## src/rtl/md_pkg.sv

```systemverilog
// Shared definitions for the multiply/divide scheduler: F codes, FSM states, default latencies.
package md_pkg;

    localparam logic [2:0] MD_NOP  = 3'd0;
    localparam logic [2:0] MD_MTHI = 3'd1;
    localparam logic [2:0] MD_MTLO = 3'd2;
    localparam logic [2:0] MD_MULT = 3'd3;
    localparam logic [2:0] MD_DIV  = 3'd4;

    localparam int MD_MUL_LAT_DEF = 4;
    localparam int MD_DIV_LAT_DEF = 32;

    typedef enum logic {
        IDLE = 1'b0,
        BUSY = 1'b1
    } md_state_e;

    function automatic int lat_max(input int a, input int b);
        return (a > b) ? a : b;
    endfunction

endpackage

```

## src/rtl/md_countdown.sv

```systemverilog
// Loadable down-counter with enable and zero flag; load has priority over enable.
module md_countdown #(
    parameter int W = 6
) (
    input  logic         clk,
    input  logic         rst_n,
    input  logic         load,
    input  logic [W-1:0] load_val,
    input  logic         en,
    output logic [W-1:0] cnt,
    output logic         zero
);

    always_ff @(posedge clk) begin
        if (!rst_n)
            cnt <= '0;
        else if (load)
            cnt <= load_val;
        else if (en)
            cnt <= cnt - 1'b1;
    end

    assign zero = (cnt == '0);

endmodule

```

## src/rtl/md_sched.sv

```systemverilog
// Multi-cycle MULT/DIV scheduler in front of the HI/LO unit; commits on a single cycle.
// Optional MD_SCHED_STALL_CNT_EN adds a free-running stall cycle counter output.
module md_sched
    import md_pkg::*;
#(
    parameter int MUL_LAT = MD_MUL_LAT_DEF,
    parameter int DIV_LAT = MD_DIV_LAT_DEF
) (
    input  logic        clk,
    input  logic        rst_n,
    input  logic        req_valid,
    input  logic [2:0]  req_f,
    input  logic        req_sign,
    input  logic [31:0] req_a,
    input  logic [31:0] req_b,
    input  logic        rd_hilo,
    input  logic        flush,
`ifdef MD_SCHED_STALL_CNT_EN
    output logic [31:0] stall_cnt,
`endif
    output logic        req_ready,
    output logic        stall,
    output logic        busy,
    output logic [2:0]  md_f,
    output logic        md_sign,
    output logic [31:0] md_a,
    output logic [31:0] md_b,
    output logic        div_zero
);

    localparam int CW = $clog2(lat_max(MUL_LAT, DIV_LAT) + 1);
    localparam logic [CW-1:0] MUL_LD = CW'(MUL_LAT - 1);
    localparam logic [CW-1:0] DIV_LD = CW'(DIV_LAT - 1);

    md_state_e   state, state_nx;
    logic [2:0]  op_f;
    logic        op_sign;
    logic [31:0] op_a, op_b;
    logic        ld;
    logic [CW-1:0] cnt;
    logic        cnt_zero;

    md_countdown #(.W(CW)) u_cnt (
        .clk      (clk),
        .rst_n    (rst_n),
        .load     (ld),
        .load_val ((req_f == MD_DIV) ? DIV_LD : MUL_LD),
        .en       (busy & ~cnt_zero),
        .cnt      (cnt),
        .zero     (cnt_zero)
    );

    always_ff @(posedge clk) begin
        if (!rst_n) begin
            state   <= IDLE;
            op_f    <= '0;
            op_sign <= 1'b0;
            op_a    <= '0;
            op_b    <= '0;
        end else begin
            state <= state_nx;
            if (ld) begin
                op_f    <= req_f;
                op_sign <= req_sign;
                op_a    <= req_a;
                op_b    <= req_b;
            end
        end
    end

    always_comb begin
        state_nx = state;
        ld       = 1'b0;
        md_f     = MD_NOP;
        md_sign  = op_sign;
        md_a     = op_a;
        md_b     = op_b;
        div_zero = 1'b0;
        case (state)
            IDLE: begin
                if (req_valid && !flush) begin
                    case (req_f)
                        MD_MTHI, MD_MTLO: begin
                            md_f    = req_f;
                            md_sign = req_sign;
                            md_a    = req_a;
                        end
                        MD_MULT, MD_DIV: begin
                            ld       = 1'b1;
                            state_nx = BUSY;
                        end
                        default: ;
                    endcase
                end
            end
            BUSY: begin
                if (flush || cnt_zero)
                    state_nx = IDLE;
                // reset in the commit cycle also suppresses the commit
                if (cnt_zero && !flush && rst_n) begin
                    if (op_f == MD_DIV && op_b == '0)
                        div_zero = 1'b1;
                    else
                        md_f = op_f;
                end
            end
            default: state_nx = IDLE;
        endcase
    end

    assign busy      = (state == BUSY);
    assign stall     = busy & (req_valid | rd_hilo);
    assign req_ready = (state == IDLE) & ~flush;

`ifdef MD_SCHED_STALL_CNT_EN
    always_ff @(posedge clk) begin
        if (!rst_n)
            stall_cnt <= '0;
        else if (stall)
            stall_cnt <= stall_cnt + 32'd1;
    end
`endif

endmodule

```

## config.mk

```make
export PLATFORM = sky130hd
export DESIGN_NAME = md_sched
export DESIGN_NICKNAME = d
export VERILOG_FILES = /design/src/rtl/md_pkg.sv /design/src/rtl/md_countdown.sv /design/src/rtl/md_sched.sv
export SDC_FILE = /design/constraint.sdc
export NUM_CORES = 1
export LEC_CHECK = 0
export ABC_CLOCK_PERIOD_IN_PS = 4250
export CELL_PAD_IN_SITES_DETAIL_PLACEMENT = 1
export CELL_PAD_IN_SITES_GLOBAL_PLACEMENT = 1
export CORE_ASPECT_RATIO = 1.1
export CORE_MARGIN = 2
export CORE_UTILIZATION = 34
export CTS_BUF_LIST = sky130_fd_sc_hd__clkbuf_2
export CTS_CLUSTER_SIZE = 30
export DETAILED_ROUTE_END_ITERATION = 10
export PLACE_DENSITY = 0.9
export SETUP_SLACK_MARGIN = 0.2
export SLEW_MARGIN = 20
export SYNTH_ARGS = -nofsm -noshare
export SYNTH_HDL_FRONTEND = slang
export SYNTH_SLANG_ARGS = --single-unit
```

## constraint.sdc

```tcl
create_clock -name clk -period 4.25 [get_ports clk]
set_clock_uncertainty 0.05 [all_clocks]
set_input_delay 0.85 -clock clk [delete_from_list [all_inputs] [get_ports clk]]
set_output_delay 0.85 -clock clk [all_outputs]
set_load 0.02 [all_outputs]
```

==> key figures, run 1 <==
Outcome
  • Status: finished clean

Cells and area
  • # diodes: 0
  • Most common cell after layout, fill and taps aside: clkdlybuf4s50_1
  • Fin nets: 613
  • Post-route cell area: ~5100 µm²
  • Most frequent cells in the layout: clkdlybuf4s50_1 (143), nand2_1 (137), dfxtp_1 (75), a21boi_1 (59), mux2_2 (33)
  • Synthesis-to-layout area growth: 47.88%
  • Share of cells above drive strength 1: 0.1123

Logic synthesis
  • Syn_area_per_cell: 8.680 µm²
  • EDFF count, synth: 0
  • Mux contribution to synthesized area: 0.1096
  • Post-synthesis cell count: 401
  • Post-synthesis adder-cell area fraction: 0.007189
  • Area share of xor/xnor cells in the synthesized design: 0.007549
  • Synth Area in Compound Gates: 0.1963
  • Top_reg_cell synth: dfxtp_1
  • Simple-Gate Fraction of Synth Area: 0.2085
  • Mapped cell area: 3481 µm²
  • Asr flop ratio synth: 0
  • Syn nets: roughly 480
  • Yosys warnings: 0
  • Synth Register Bits: 75
  • Synth cell types: 45
  • Largest family of logic cells by synthesized area: simple AND/OR/NAND/NOR gates
  • Sequential share of the synthesized area: 0.4313

Floorplan
  • Num rows: 38
  • Die Ht: 110.1 µm
  • Starting Density: 0.3503
  • Die area: 11060 µm²
  • CORE AREA: 9937 µm²
  • I/O pins: 145
  • Die span in x: 100.5 µm

STA
  • Final hold vios: 0
  • Setup TNS Final: 0 ns
  • Tmin final: 3.868 ns
  • Setup violations, final: 0
  • Max-slew violation count: 0
  • Peak Freq: about 260 MHz
  • Final Cycle Share: 0.9101
  • Slew headroom: 0.5586
  • Minimum hold slack: between 0.4 and 0.5 ns
  • RSZ-0062 raised after global routing: false
  • Worst Tran Pin Value: 0.6607 ns

Detailed routing
  • DR iter-0 viols: 54
  • Pre-antenna DRT Iters: 4
  • WL final: ~11 mm
  • WL per Instance: 16.70 µm
  • Routed via count: 3370
  • Post-DRT Antenna Nets: 0
  • Vias/cell: 5.083
  • # DRC: 0

Global routing
  • Antenna violations before repair: 0
  • Layer with the highest usage: met2
  • First-pass GRT wire length: 17.61 mm
  • Met3 GRT Util: 0.05864
  • Vias in the first global route: around 3.6k
  • Total GRT Usage: 0.2044
  • Global route overflow: 0
  • Largest net degree at the start of global routing: 76
  • M2 GR Usage: 0.3797
  • M1 GR Usage: 0.2197

Worst setup path
  • Crit-path max FO: 20
  • Critical path origin: req_f[2]
  • Critical path class: primary input to output port
  • CP Launch Type: primary input
  • Critical R2R Launch: busy$_SDFF_PN0_
  • Flop2flop setup slack: between 1.5 and 2 ns
  • CP Capture Type: output port
  • CP required: ~3.4 ns
  • Crit path DAT: 2.97 ns

Worst hold path
  • Hold Path Class: flip-flop to flip-flop
  • Min-Delay Startpoint: op_a[10]$_SDFFE_PN0P_

Clock tree
  • Clk sinks: 75
  • TritonCTS clock tree: done
  • Latest clock arrival within the worst-skew pair: between 0.5 and 0.6 ns
  • Num CTS Buffers: 9
  • Clk slew on worst S/H paths: approximately 0.19 ns
  • Root buf cell: clkbuf_2
  • Hold Buf Count CTS: 0
  • Clock Tree Buf Depth: 2
  • H-tree Lvls: 3

Pwr
  • Leak: 1.852 nW
  • Worst IR drop on VDD: between 0.0001 and 0.00015 V
  • PD cells: 264.6 nW/µm²

Placed design
  • Placed inst area: roughly 5000 µm²
  • Input/output buffers: 144
  • Hpwl dp: 8.214 mm
  • GP Congestion: 0.7872

Flow run
  • Max-cap violations: 0
==> critical path: stages <==
cell             delay (ns)
clkdlybuf4s50_1        0.45
nor4b_2                0.38
nand2_2                0.21
buf_12                 0.21
mux2_2                 0.23
clkdlybuf4s50_1        0.62
==> worst paths after layout <==
| path | end | depth (start not counted) |
|---|---|---|
| worst max register to register | md_b[21]$_SDFFE_PN0P_ | 5 |
| worst min-delay path | op_a[10]$_SDFFE_PN0P_ | 2 |
| worst max-delay path | md_a[17] | 6 |
| worst min register to register | op_a[10]$_SDFFE_PN0P_ | 2 |
==> report_power, final <==
| part | total (mW) | internal (mW) | switching [mW] | leakage [nW] |
|---|---|---|---|---|
| Clock | 0.381 | 0.128 | 0.253 | 0.0658 |
| Sequential | 0.733 | 0.721 | 0.0120 | 0.607 |
| Combinational | 0.248 | 0.139 | 0.108 | 1.18 |
==> flip-flops by register name, indices dropped and copies added (netlist names) <==
register	cells
busy	1
md_b	32
op_a	32
op_f	3
op_sign	1
u_cnt.cnt	6
==> layer usage <==
metal | vias to the layer above | wire [µm]
li1 | 1637 | -
met1 | 1629 | 4360
met2 | 89 | 5833
met3 | 15 | 689
met4 | 0 | 185
met5 | - | 0
==> metrics by stage <==
| step | total power, mW | utilization | std cells | worst slack [ns] |
|---|---|---|---|---|
| final | 1.362 | 0.5180 | 663 | 0.3821 |
| after global routing | 1.424 | 0.5180 | 663 | 0.2064 |
| after CTS | 1.379 | 0.5178 | 663 | 0.2837 |
| after detailed placement | 0.9958 | 0.5073 | 647 | 0.2785 |
| after global placement | 0.9882 | 0.5073 | 647 | 0.3321 |
| after floorplan | 0.8550 | - | 401 | 1.216 |
==> Yosys cell counts, types with 2 or more instances <==
cell type / count / share of area
nor3b_1: 2 / 0.0043
inv_1: 4 / 0.0043
o21a_1: 2 / 0.0043
mux2_2: 33 / 0.11
dfxtp_1: 75 / 0.43
buf_2: 11 / 0.016
nand3_1: 3 / 0.0043
nand2_1: 138 / 0.15
xor2_1: 2 / 0.0050
o221a_1: 2 / 0.0065
nor4_1: 7 / 0.013
nor2_1: 5 / 0.0054
a31oi_1: 2 / 0.0036
nor2b_1: 3 / 0.0054
a21boi_0: 9 / 0.019
a21boi_1: 59 / 0.13
ha_1: 2 / 0.0072
nor3_1: 2 / 0.0029
a2bb2oi_1: 2 / 0.0050
clkbuf_1: 13 / 0.014
==> layout make-up <==
cell class | instances | area [µm²]
well taps | 120 | 150.1
multi-input cells | 296 | 1856
flip-flops and latches | 75 | 1501
inverters | 4 | 15.01
fillers | 1161 | 4790
repair buffers | 152 | 1521
clock inverters | 7 | 58.81
clock buffers | 9 | 45.04
==> what timing repair did <==
action                     CTS  global route
hold endpoints to repair     0             0
setup buffers                0             0
setup endpoints to repair    0             1
resized for setup            0             1
==> logic make-up after synthesis <==
logic type | Yosys count
DFF | 75
adders and majority gates | 2
xor gates and xnor gates | 3
and+or+nand+nor | 170
muxes | 34
AOI/OAI and AO/OA | 87
buffers and inverters | 30
No activity file was read; power rests on OpenSTA's default activity.
==> inputs of run 2 (changes only) <==
SKIP_CTS_REPAIR_TIMING = 1   (was default)
==> results of run 2 <==
The final DEF is identical to that of run 1; final timing and power are the same.
==> edit 1, RTL diff (config.mk and constraints of run 1) <==
Build with the macro `MD_SCHED_STALL_CNT_EN` defined.
--- a/src/rtl/md_sched.sv
+++ b/src/rtl/md_sched.sv
@@ -1,4 +1,6 @@
 // Multi-cycle MULT/DIV scheduler in front of the HI/LO unit; commits on a single cycle.
 // Optional MD_SCHED_STALL_CNT_EN adds a free-running stall cycle counter output.
+`define MD_SCHED_STALL_CNT_EN
+
 module md_sched
     import md_pkg::*;
Behaviour (old outputs only; new: stall_cnt): unchanged (equiv_simple and equiv_induct, registers matched by name and starting in step).
==> edit 1 against run 1 <==
Synthesized cell count up 58%. Maximum frequency decreased by 0.79%. Synthesized area rose by 35%. Clock power up 41%. Combinational power down 2%. Sequential cell count grew 32. Worst setup slack got worse by 31 ps. Wire length up 44%. Cell area increased by 31%. Power rose by 33%. Largest cell class unchanged.
==> edit 1: results <==
metrics = {
    "global_routing": {
        "grtUsageMet2_pct": 37.9,
        "grt_pass1_wl_um": 25400,
        "grt_pass1_vias": 5114,
    },
    "placed_design": {
        "gp_congestion": 0.824,
        "io_buffers": 176,
        "post-dp-hpwl_um": 11900,
    },
    "critical_path": {
        "rr_startpoint": "u_cnt.cnt[0]",
        "critical_path.max_fanout": 35,
        "setup.worst_path.start": "req_valid",
        "max_stage_delay_ps": 600,
        "cp_data_arrival_time_ps": 3000,
    },
    "timing": {
        "tightest_slew_ps": 985,
    },
    "outcome": {
        "status": "completed",
    },
    "drt": {
        "wl_met2_um": 7940,
        "dr.first_iter.drc_count": 179,
        "met3_wirelength_um": 1010,
        "via_count": 5007,
        "wl_met1_um": 6580,
        "wl_um": 15900,
    },
    "layout": {
        "diodes": 1,
        "num-nonclk-inverters": 11,
        "multi_input_area_share_pct": 34.6,
        "num-fill-cells": 1705,
        "seq_share_pct": 31.8,
        "multi_input_gates": 479,
    },
    "clock_network": {
        "clkSinkCount": 107,
    },
    "power_and_ir_drop": {
        "p_leak_nw": 2.45,
    },
    "synth": {
        "ys_seq_area_share_pct": 45.7,
        "synth_cell_types": 39,
    },
}
[edit 1: cell families (layout without fill, tap and decap cells)]
family                     after synthesis  in the layout  synth area share, %
AOI/OAI and AO/OA                       96             96                 11.1
adders and majority gates                3              3                0.800
other                                    0              1                    0
buffers and inverters                   48            213                 4.69
DFF                                    107            107                 45.7
xor gates and xnor gates                26             26                 4.85
and+or+nand+nor                        353            353                 32.7
muxes                                    1              1                0.240
[edit 1: through the flow]
stage          instance area, um2  std cells  power (W)  worst slack (ps)  hold slack, ps
2_1_floorplan                4690        634    0.00115              1400             382
3_3_place_gp                 6600        971    0.00129               407             388
3_5_place_dp                 6600        971    0.00130               355             395
4_1_cts                      6740        987    0.00184               352             423
5_1_grt                      6740        987    0.00190               239             442
6_report                     6750        988    0.00182               351             423
[edit 1: power breakdown]
group          switching (W)  internal, W
logic               0.000121     0.000121
clock network       0.000344     0.000194
registers          0.0000123      0.00102
==> edit 2, RTL diff (config.mk and constraints of run 1) <==
Made on the original files. `MD_DIV_LAT_DEF`: 32 -> 16.
--- a/src/rtl/md_pkg.sv
+++ b/src/rtl/md_pkg.sv
@@ -9,5 +9,5 @@
 
     localparam int MD_MUL_LAT_DEF = 4;
-    localparam int MD_DIV_LAT_DEF = 32;
+    localparam int MD_DIV_LAT_DEF = 16;
 
     typedef enum logic {
Function: no difference found for any inputs over 10 cycles, from zero or initial values and one cycle with rst_n low; that may be too few to reach the edited logic, so the function may still have changed.
==> edit 2 against run 1 <==
Sequential cell count is 1 lower. Maximum frequency is 2.9% lower. Sequential power decreased by 1%. Synthesized area increased by 2.6%. Worst setup slack got worse by 110 ps. Wire length is 15% lower. Largest power group unchanged. Cell area up 0.61%. Power increased by 4.3%. Global-route usage shrank 3.7 points.
==> edit 2: results <==
metrics = {
    "outcome": {
        "status": "completed",
    },
    "drt": {
        "wl_met2_um": 4920,
        "dr.first_iter.drc_count": 41,
    },
    "critical_path": {
        "timing.rr.end": "op_a[31]",
        "cp_data_arrival_time_ps": 3080,
        "reg2reg_slack_ps": 1710,
        "critical_path.max_fanout": 35,
        "max_stage_delay_ps": 550,
    },
    "placed_design": {
        "gp_congestion": 0.780,
        "place_area_um2": 5030,
        "dp_cells": 595,
        "post-dp-hpwl_um": 7000,
        "dpl_worst_slack_ps": 263,
    },
    "synth": {
        "synthTopCellsByCount": "dfxtp_1, mux2i_1, nor2b_1",
        "synth_fp_nets": 397,
        "syn_inst": 323,
        "ys_seq_area_share_pct": 41.5,
        "synth_xor_area_share_pct": 0.491,
        "muxShareOfSynthArea_pct": 29.2,
    },
    "global_routing": {
        "grt_pass1_wl_um": 14900,
        "met3_usage_pct": 4.58,
        "grt_max_degree": 74,
    },
    "power_and_ir_drop": {
        "p_leak_nw": 1.85,
    },
    "hold_path": {
        "hold_path_startpoint": "u_cnt.cnt[4]",
    },
    "layout": {
        "drive_gt1_share_pct": 8.33,
        "stdcell_count": 611,
        "num-fill-cells": 1135,
    },
    "clock_network": {
        "clk_latency_ps": 510,
    },
}
edit 2: worst max-delay path by stage:
stage,slack [ps],endpoint,start
global placement,300,md_a[18],req_valid
global route,190,md_a[31],flush
detailed placement,260,md_a[23],req_valid
CTS,260,md_a[1],flush
finish,270,md_a[1],flush
floorplan,1220,md_a[10],flush
edit 2: timing repair:
action	4_1_cts	5_1_grt
resized for setup	0	2
endpoints found under the setup margin	0	6
hold endpoints to repair	0	0
edit 2: power by group:
group,switching [W],internal [W]
Combinational,0.0000991,0.000143
Clock,0.000257,0.000199
Sequential,0.0000115,0.000712
Total,0.000367,0.00105
edit 2: cell type report:
| class | instances | area [um2] | share of cell area (%) |
|---|---|---|---|
| sequential | 74 | 1480 | 28.6 |
| clock buffer | 10 | 50.0 | 0.966 |
| multi-input combinational | 224 | 1860 | 35.8 |
| timing repair buffer | 149 | 1500 | 29.0 |
| clock inverter | 6 | 90.1 | 1.74 |
| tap | 143 | 179 | 3.45 |
| inverter | 5 | 18.8 | 0.362 |
